File: config.mk
export PLATFORM = sky130hd
export DESIGN_NAME = bg_rect_writer
export DESIGN_NICKNAME = d
export VERILOG_FILES = /design/src/rtl/bg_fb_pkg.sv /design/src/rtl/bg_rect_addr_gen.sv /design/src/rtl/bg_rect_writer.sv
export SDC_FILE = /design/constraint.sdc
export NUM_CORES = 1
export LEC_CHECK = 0
export ABC_AREA = 0
export BUFFER_PORTS_ARGS = -buffer_cell sky130_fd_sc_hd__buf_2
export CAP_MARGIN = 30
export CORE_MARGIN = 4
export CORE_UTILIZATION = 54
export CTS_BUF_LIST = sky130_fd_sc_hd__clkbuf_4 sky130_fd_sc_hd__clkbuf_8 sky130_fd_sc_hd__clkbuf_16
export DETAILED_ROUTE_END_ITERATION = 16
export PLACE_DENSITY = 0.85
export SKIP_CTS_REPAIR_TIMING = 1
export SLEW_MARGIN = 20
export SYNTH_ARGS = -nofsm -noshare
export SYNTH_HDL_FRONTEND = slang
export SYNTH_SLANG_ARGS = --single-unit
File: constraint.sdc
create_clock -name pclk -period 2.34 [get_ports pclk]
set_input_delay 0.351 -clock pclk [delete_from_list [all_inputs] [get_ports pclk]]
set_output_delay 0.351 -clock pclk [all_outputs]
set_load 0.01 [all_outputs]
File: src/rtl/bg_fb_pkg.sv
// Shared geometry and writer state encoding for the 400x300 4-bit background framebuffer.
// The reader stage imports the same geometry.
package bg_fb_pkg;

   localparam int unsigned H_RES     = 400;
   localparam int unsigned V_RES     = 300;
   localparam int unsigned FB_ADDR_W = 22;
   localparam int unsigned FB_DATA_W = 4;
   localparam int unsigned FB_SIZE   = H_RES * V_RES;

   typedef enum logic [1:0] {
      StIdle,
      StStream,
      StDone
   } bg_wr_state_e;

   // Edge sums are formed one bit wider than the operands so they cannot wrap.
   function automatic logic rect_fits(logic [9:0] x0, logic [8:0] y0,
                                      logic [9:0] width, logic [8:0] height);
      logic [10:0] x_end;
      logic [9:0]  y_end;
      x_end = {1'b0, x0} + {1'b0, width};
      y_end = {1'b0, y0} + {1'b0, height};
      return (width != '0) && (height != '0) &&
             (x_end <= 11'(H_RES)) && (y_end <= 10'(V_RES));
   endfunction

endpackage

File: src/rtl/bg_rect_addr_gen.sv
// Raster address generator for one rectangle: column/row counters, the row base
// address and a flag marking the final pixel.
module bg_rect_addr_gen
   import bg_fb_pkg::*;
(
   input  logic                 pclk,
   input  logic                 rst_n,
   input  logic                 load,
   input  logic                 step,
   input  logic [9:0]           x0,
   input  logic [8:0]           y0,
   input  logic [9:0]           width,
   input  logic [8:0]           height,
   output logic [FB_ADDR_W-1:0] addr,
   output logic                 last
);

   logic [9:0]           w_q;
   logic [8:0]           h_q;
   logic [9:0]           cx_q;
   logic [8:0]           cy_q;
   logic [FB_ADDR_W-1:0] row_base_q;
   logic                 row_end;

   assign row_end = (cx_q == w_q - 10'd1);
   assign last    = row_end && (cy_q == h_q - 9'd1);
   assign addr    = row_base_q + FB_ADDR_W'(cx_q);

   always_ff @(posedge pclk or negedge rst_n) begin
      if (!rst_n) begin
         w_q        <= '0;
         h_q        <= '0;
         cx_q       <= '0;
         cy_q       <= '0;
         row_base_q <= '0;
      end else if (load) begin
         w_q        <= width;
         h_q        <= height;
         cx_q       <= '0;
         cy_q       <= '0;
         row_base_q <= FB_ADDR_W'(y0) * FB_ADDR_W'(H_RES) + FB_ADDR_W'(x0);
      end else if (step) begin
         if (row_end) begin
            // Past the last row the base points one row beyond the rectangle; never used.
            cx_q       <= '0;
            cy_q       <= cy_q + 9'd1;
            row_base_q <= row_base_q + FB_ADDR_W'(H_RES);
         end else begin
            cx_q <= cx_q + 10'd1;
         end
      end
   end

endmodule

File: src/rtl/bg_rect_writer.sv
// Rectangle writer into the background framebuffer: command in, raster pixel stream in,
// one write per pixel. Define BG_RECT_WRITER_VBLANK_GATE_EN to accept pixels only in vblank.
module bg_rect_writer
   import bg_fb_pkg::*;
(
   input  logic                 pclk,
   input  logic                 rst_n,
   input  logic                 start,
   input  logic                 abort,
   input  logic [9:0]           x0,
   input  logic [8:0]           y0,
   input  logic [9:0]           width,
   input  logic [8:0]           height,
   input  logic [FB_DATA_W-1:0] pix_data,
   input  logic                 pix_valid,
   output logic                 pix_ready,
   input  logic                 vblnk_in,
   output logic                 wr_en,
   output logic [FB_ADDR_W-1:0] wr_addr,
   output logic [FB_DATA_W-1:0] wr_data,
   output logic                 busy,
   output logic                 done,
   output logic                 err
);

   bg_wr_state_e         state_q;
   logic                 wr_en_q;
   logic [FB_ADDR_W-1:0] wr_addr_q;
   logic [FB_DATA_W-1:0] wr_data_q;
   logic                 busy_q;
   logic                 done_q;
   logic                 err_q;

   logic                 cmd_ok;
   logic                 load;
   logic                 accept;
   logic [FB_ADDR_W-1:0] gen_addr;
   logic                 gen_last;

`ifdef BG_RECT_WRITER_VBLANK_GATE_EN
   assign pix_ready = (state_q == StStream) && vblnk_in;
`else
   logic unused_vblnk;
   assign unused_vblnk = vblnk_in;
   assign pix_ready    = (state_q == StStream);
`endif

   assign cmd_ok = rect_fits(x0, y0, width, height);
   assign load   = (state_q == StIdle) && start && cmd_ok;
   // Abort wins over a same-cycle handshake, so the counters must not advance either.
   assign accept = pix_valid && pix_ready && !abort;

   bg_rect_addr_gen u_addr_gen (
      .pclk   (pclk),
      .rst_n  (rst_n),
      .load   (load),
      .step   (accept),
      .x0     (x0),
      .y0     (y0),
      .width  (width),
      .height (height),
      .addr   (gen_addr),
      .last   (gen_last)
   );

   always_ff @(posedge pclk or negedge rst_n) begin
      if (!rst_n) begin
         state_q   <= StIdle;
         wr_en_q   <= 1'b0;
         wr_addr_q <= '0;
         wr_data_q <= '0;
         busy_q    <= 1'b0;
         done_q    <= 1'b0;
         err_q     <= 1'b0;
      end else begin
         wr_en_q <= 1'b0;
         done_q  <= 1'b0;
         err_q   <= 1'b0;
         unique case (state_q)
            StIdle: begin
               if (start) begin
                  if (cmd_ok) begin
                     state_q <= StStream;
                     busy_q  <= 1'b1;
                  end else begin
                     err_q <= 1'b1;
                  end
               end
            end
            StStream: begin
               if (abort) begin
                  state_q <= StIdle;
                  busy_q  <= 1'b0;
               end else if (accept) begin
                  wr_en_q   <= 1'b1;
                  wr_addr_q <= gen_addr;
                  wr_data_q <= pix_data;
                  if (gen_last) begin
                     state_q <= StDone;
                     done_q  <= 1'b1;
                  end
               end
            end
            StDone: begin
               state_q <= StIdle;
               busy_q  <= 1'b0;
            end
            default: begin
               state_q <= StIdle;
               busy_q  <= 1'b0;
            end
         endcase
      end
   end

   assign wr_en   = wr_en_q;
   assign wr_addr = wr_addr_q;
   assign wr_data = wr_data_q;
   assign busy    = busy_q;
   assign done    = done_q;
   assign err     = err_q;

endmodule

==> results of run 1 <==
==> cell families (layout without fill, tap and decap cells) <==
kind of cell             after synthesis  after routing
XOR/XNOR                              93             93
AND/OR/NAND/NOR                      264            264
multiplexers                          41             41
adder cells (fa/ha/maj)               80             80
flip-flops                            92             92
AO/OA/AOI/OAI                        145            145
buffers and inverters                 60            306
==> flip-flops by register name (all words and copies together), names as in the netlist, 2 cells and up <==
register and cells:
u_addr_gen.h_q 9, u_addr_gen.w_q 10, wr_data 4, u_addr_gen.cy_q 9, wr_addr 22, state_q 2, u_addr_gen.row_base_q 22, u_addr_gen.cx_q 10
==> cell type report <==
class / count / area [um2]
clock buffer: 10 / 239.0
clock inverter: 6 / 53.80
fill: 706 / 2572
inverter: 38 / 142.6
multi-input combinational: 623 / 5373
sequential: 92 / 2302
tap: 172 / 215.2
timing repair buffer: 252 / 1927
==> per-layer routing <==
metal  vias to the layer above  part of all wire, %  wire [um]  GRT usage, %
li1                       3251                    -          -             -
met1                      3529                   38       9357         32.40
met2                       441                   49      12160         42.07
met3                       147                  8.0       1981         4.575
met4                         0                  5.5       1372         5.744
met5                         -                    0          0             0
==> cells in the final DEF (no fill, tap or decap), types with 21 or more instances in the layout <==
cell type / synthesis / final
buf_4: 5 / 154
dfrtp_1: 92 / 92
nand2_1: 73 / 72
buf_2: 1 / 72
ha_1: 72 / 56
xor2_1: 59 / 53
nor2_1: 56 / 36
inv_1: 38 / 31
xnor2_1: 34 / 31
o21ai_0: 49 / 25
mux2_4: 0 / 24
a21oi_1: 33 / 21
nand3_1: 22 / 21
==> critical path: cells and delay by family <==
family	cells	cell delay, ns
XOR/XNOR	2	0.36
adder cells (fa/ha/maj)	4	1.26
multiplexers	1	0.16
AO/OA/AOI/OAI	2	0.66
buffers and inverters	3	0.20
AND/OR/NAND/NOR	3	0.57
==> power by group through the flow <==
stage / combinational [mW] / clock (mW) / sequential (mW)
final: 4.88 / 1.48 / 2.66
after global routing: 5.18 / 1.55 / 2.70
after CTS: 4.13 / 1.46 / 2.58
after detailed placement: 4.07 / 0 / 2.60
after global placement: 3.89 / 0 / 2.56
after floorplan: 2.47 / 0 / 2.61
==> worst min-delay path by stage <==
stage / slack [ns] / endpoint / from
after detailed placement: 0.38 / err$_DFF_PN0_ / rst_n
after CTS: 0.006 / err$_DFF_PN0_ / rst_n
after global routing: 0.03 / u_addr_gen.w_q[9]$_DFFE_PN0N_ / rst_n
final: -0.02 / u_addr_gen.w_q[2]$_DFFE_PN0N_ / rst_n
after global placement: 0.37 / err$_DFF_PN0_ / rst_n
after floorplan: 0.06 / busy$_DFFE_PN0P_ / rst_n
==> per-stage QoR <==
stage	worst slack, ns	cells	util (%)	hold slack [ns]
floorplan	-0.9469	775	-	0.05541
global placement	-1.198	1150	71.00	0.3719
detailed placement	-1.356	1150	71.00	0.3762
CTS	-0.9928	1166	73.29	0.006168
global route	-1.049	1193	79.94	0.02864
finish	-0.9435	1193	79.94	-0.01659
==> run metrics, run 1 <==
num rows 41; Register-to-Register Path Depth 8; first-pass GRT wire length 30040 um; count leader, synth dfrtp_1; largest family of logic cells by synthesized area simple AND/OR/NAND/NOR gates; reg-to-reg slack, setup -0.67 ns; largest net degree at the start of global routing 58; asr flop ratio synth 100.0%; sequential share of power about 30%; critical path type in2reg; Die Wd 123.2 um; Compound-Gate Fraction of Synth Area a little over an eighth; EDFF count, synth 0; DRC Markers 0; Core ar. approximately 13000 um2; total CTS buffers 9; sw frac 41.70%; worst setup path end u_addr_gen.row_base_q[17]$_DFFE_PN0P_; CTS tree yes; Crit. End Element flop; # diodes 0; Worst Skew roughly 0.011 ns; Setup violations, final between 60 and 70; Yosys reg bits 92; first drt pass iteration count 5; Simple-Gate Fraction of Synth Area 18.77%; YS warnings 0; synth cell count leaders 92 x dfrtp_1, 73 x nand2_1, 72 x ha_1; WP data arrival 3.55 ns; Tcrit/Tclk final 140.3%; via count 7368; die extent in y about 120 um; Die Area 15190 um2; power share of the combinational group 54.1%; RSZ-0062 raised after global routing true; Int Power 5.255 mW; max_slew headroom between 40 and 50%; Slew Viols, Final 0; number of nets in the layout 1144; Peak VDD IR 0.0004998 V; worst hold-check path type in2async; Initial DRC Count 701; initial antenna violation count 0; NetSw 3.759 mW; dominant cells by area after synthesis dfrtp_1 32%, ha_1 13%, xor2_1 7.2%; mean post-synth cell area 9.254 um2; final setup TNS -33.80 ns; Reg-to-Reg Start u_addr_gen.w_q[1]$_DFFE_PN0N_; area leader, netlist dfrtp_1; adder-cell area share of the yosys netlist 14.79%; IO buf count 77; CP Cell Sequence buf_8, ha_4, ha_4, inv_2, fa_1, inv_2, ha_4, and3_4, a221o_1, o41ai_4, xnor2_1, nand4_1, nand3b_1, xor2_1, mux2i_1; Post-DP Area 9106 um2; Design Area, Final about 10000 um2; Max-Cap Viols 0; total power 9.013 mW; DPL Wire Length approximately 14000 um; global route total overflow 0; clock tree sinks 92; Post-Synth XOR/XNOR Area a little under an eighth; GRT Util Overall 24.59%; post-synthesis cell count around 780; Max Freq 304.6 MHz; Worst-Margin Slew 0.7644 ns; post-layout min period 3.283 ns; Antenna Nets Post-Route 0; Leak 4.770 nW; layout cells sized above 1 40.35%; critical path's slowest cell fa_1; Power Dens Cells 879.2 nW/um2; Worst Path Max Fanout 4; post-synth top area share 32.10%; Layout area overhead 42.95%; clock-pin slew on the worst setup and hold paths approximately 0.08 ns; failing checks negative hold slack, negative setup slack; FF-to-FF End u_addr_gen.row_base_q[9]$_DFFE_PN0P_; slack of the critical path -0.9435 ns; Hold Fails Final Rpt 12; Hold WS -0.01659 ns; crit path from y0[4]; drt wl/cell 20.84 um; multiplexer share of the synthesized area 6.141%; synthesized area 7172 um2; htree depth 3; Skew-Pair Late Insertion Delay 0.36 ns; Most Frequent Cell on Critical Path ha_4; Critical Path Max Stage Delay 0.51 ns; top_reg_cell synth dfrtp_1; syn nets 903; status finished with violations; Clk pwr share ~16%; via/cell ratio 6.176; Worst EP required 2.61 ns; RD Place Congestion 0.8895; sequential cell area fraction in the yosys report 32.10%; Unique masters post-synth 67; Root Buffer clkbuf_16; num ports 79; Starting Density 55.92%; vias in the first global route between 6000 and 7000; startpoint types primary input; Max clock buf depth 2; WL final 24870 um
No activity file was read; power rests on OpenSTA's default activity.
==> run 2: changes to the inputs <==
Settings changed: CORE_UTILIZATION 54 to 25, PLACE_DENSITY 0.85 to 0.5, SYNTH_HIERARCHICAL from default to 1.
==> run 2 against run 1 <==
Effect of this change: the flow finishes with violations (negative setup slack); clock skew grew 0.0017 ns; hold slack improved by 0.24 ns; first-iteration DRC count decreased by 64%; largest cell class unchanged; highest routed layer unchanged.
==> run metrics, run 2 <==
Yosys reg bits 92; multi-input logic area 5883 um2; num rows 63; critical path type in2reg; Layout area overhead 58.48%; first-pass GRT wire length 35030 um; total CTS buffers 9; Fill cells 2941; Worst EP required around 2.6 ns; mean post-synth cell area 9.308 um2; sequential cell area fraction in the yosys report 30.76%; area leader, netlist dfrtp_1; Compound-Gate Fraction of Synth Area between 15 and 20%; DPL Wire Length 17210 um; post-synthesis cell count around 800; RSZ-0062 raised after global routing true; clock tree sinks 92; Starting Density approximately a quarter; Hold WS roughly 0.23 ns; Initial DRC Count 251; CTS tree yes; IO buf count 77; via count 6985; Max-Cap Viols 0; largest net degree at the start of global routing 44; Tcrit/Tclk final 128.4%; Max Freq 332.9 MHz; Hold Fails Final Rpt 0; synth cell count leaders 92 x dfrtp_1, 71 x ha_1, 54 x nor2_1; global route total overflow 0; max_slew headroom 65.64%; final setup TNS -27.97 ns; Root Buffer clkbuf_16; vias in the first global route 6764; asr flop ratio synth 100.0%; Skew-Pair Late Insertion Delay 0.35 ns; Reg-to-Reg Start u_addr_gen/w_q[3]$_DFFE_PN0P_; post-synth top area share 30.76%; Antenna Nets Post-Route 0; synthesized area 7483 um2; slack of the critical path -0.6643 ns; Leak 5.413 nW; EDFF count, synth 0; top_reg_cell synth dfrtp_1; post-layout min period roughly 3 ns; Die Wd 181.0 um; Power Dens Cells about 840 nW/um2; Slew Viols, Final 0; clock-pin slew on the worst setup and hold paths 0.07 ns; Die Area 32770 um2; Hold Startpoint pix_data[3]; Unique masters post-synth 73; Simple-Gate Fraction of Synth Area 19.08%; syn nets a little over 900; count leader, synth dfrtp_1; Worst Skew 0.01321 ns; commonest non-fill, non-tap cell in the layout buf_4; drt wl/cell 14.88 um; # diodes 0; WP data arrival ~3.3 ns; Peak VDD IR 0.0004075 V; worst hold-check path type in2reg; adder-cell area share of the yosys netlist 14.01%; number of nets in the layout between 1000 and 1500; htree depth 3; status finished with violations; WL final around 22000 um; Core Util, Final 40.12%; num ports 79; DRC Markers 0; dominant cells by area after synthesis dfrtp_1 31%, ha_1 12%, xnor2_1 4.6%; RD Place Congestion 0.8460; commonest cells after routing, fill and taps aside 195 x buf_4, 91 x dfrtp_1, 67 x buf_2; YS warnings 6; via/cell ratio 4.644; Worst Path Max Fanout 6; Crit. End Element flop; first drt pass iteration count 4; initial antenna violation count 0; Worst-Margin Slew 0.5153 ns; Post-Synth XOR/XNOR Area around 8.3%; Core ar. 29560 um2; multiplexer share of the synthesized area 7.708%; GRT Util Overall roughly an eighth; largest family of logic cells by synthesized area simple AND/OR/NAND/NOR gates; failing checks negative setup slack; Register Area 2303 um2; startpoint types primary input; crit path from y0[3]; layout cells sized above 1 a little under half; die extent in y between 150 and 200 um; Max clock buf depth 2; Setup violations, final 67; total power 9.917 mW
==> run 2: cell count changes in the layout (fill, tap and decap cells not counted), moves of 11 or more <==
cell	change
buf_4	+41
o211ai_1	+14
o21ai_0	-14
nand2_1	-39
xor2_1	-24
buf_6	+20
or4_1	+11
nor3_2	+11
==> run 2: area by class of cell <==
cell class | instances | share of cell area [%]
clock buffer | 12 | 2.194
clock inverter | 4 | 0.4642
multi-input combinational | 639 | 49.60
sequential | 92 | 19.42
inverter | 45 | 1.561
tap | 390 | 4.114
timing repair buffer | 322 | 22.64
==> run 2: final timing paths <==
check | endpoint | slack [ns] | cells past startpoint
setup / recovery | u_addr_gen/row_base_q[17]$_DFFE_PN0P_ | -0.66 | 14
hold / removal | wr_data[3]$_DFFE_PN0P_ | 0.23 | 2
setup reg to reg | u_addr_gen/cy_q[4]$_DFFE_PN0P_ | -0.41 | 9
hold reg to reg | wr_addr[3]$_DFFE_PN0P_ | 0.48 | 1
max in group asynchronous | u_addr_gen/w_q[5]$_DFFE_PN0P_ | 1.25 | 3
min in group asynchronous | wr_data[1]$_DFFE_PN0P_ | 0.49 | 2
==> run 2: metrics by stage <==
stage / setup slack (ns) / cell area [um2] / instances
detailed placement: -1.083 / 10130 / 1439
floorplan: -0.8217 / 7999 / 804
finish: -0.6643 / 11860 / 1504
global route: -0.7951 / 11860 / 1504
global placement: -1.052 / 10130 / 1439
CTS: -0.7310 / 10450 / 1455
==> run 2: cells by family (layout without fill, tap and decap cells) <==
family	after synthesis	count (layout)
xor+xnor	71	71
simple gates	269	269
flops	92	92
buf+inv	73	383
fa+ha+maj	79	79
compound gates	168	168
mux	52	52
==> run 2: worst max-delay path: stages <==
cell and delay (ns):
buf_6 0.11, ha_4 0.24, ha_4 0.25, inv_1 0.04, fa_1 0.48, inv_2 0.04, ha_4 0.29, a21o_1 0.11
nand2_1 0.08, a31oi_2 0.27, xnor2_2 0.14, or3_4 0.36, or4_4 0.42, nand3_2 0.08
==> run 2: routing by layer <==
layer  GRT usage, %  routed length, um  vias to the layer above
met5              0                  0                        -
met4          2.642                176                        0
met3          1.671                627                       12
met2          20.65              10480                       89
met1          18.72              11100                     3307
li1               -                  -                     3577
==> run 2: power by group <==
| group | internal (mW) | switching, mW | total, mW | leakage, nW |
|---|---|---|---|---|
| Sequential | 2.13 | 0.461 | 2.59 | 1.17 |
| Clock | 0.906 | 0.659 | 1.56 | 0.153 |
| Combinational | 3.05 | 2.71 | 5.76 | 4.09 |
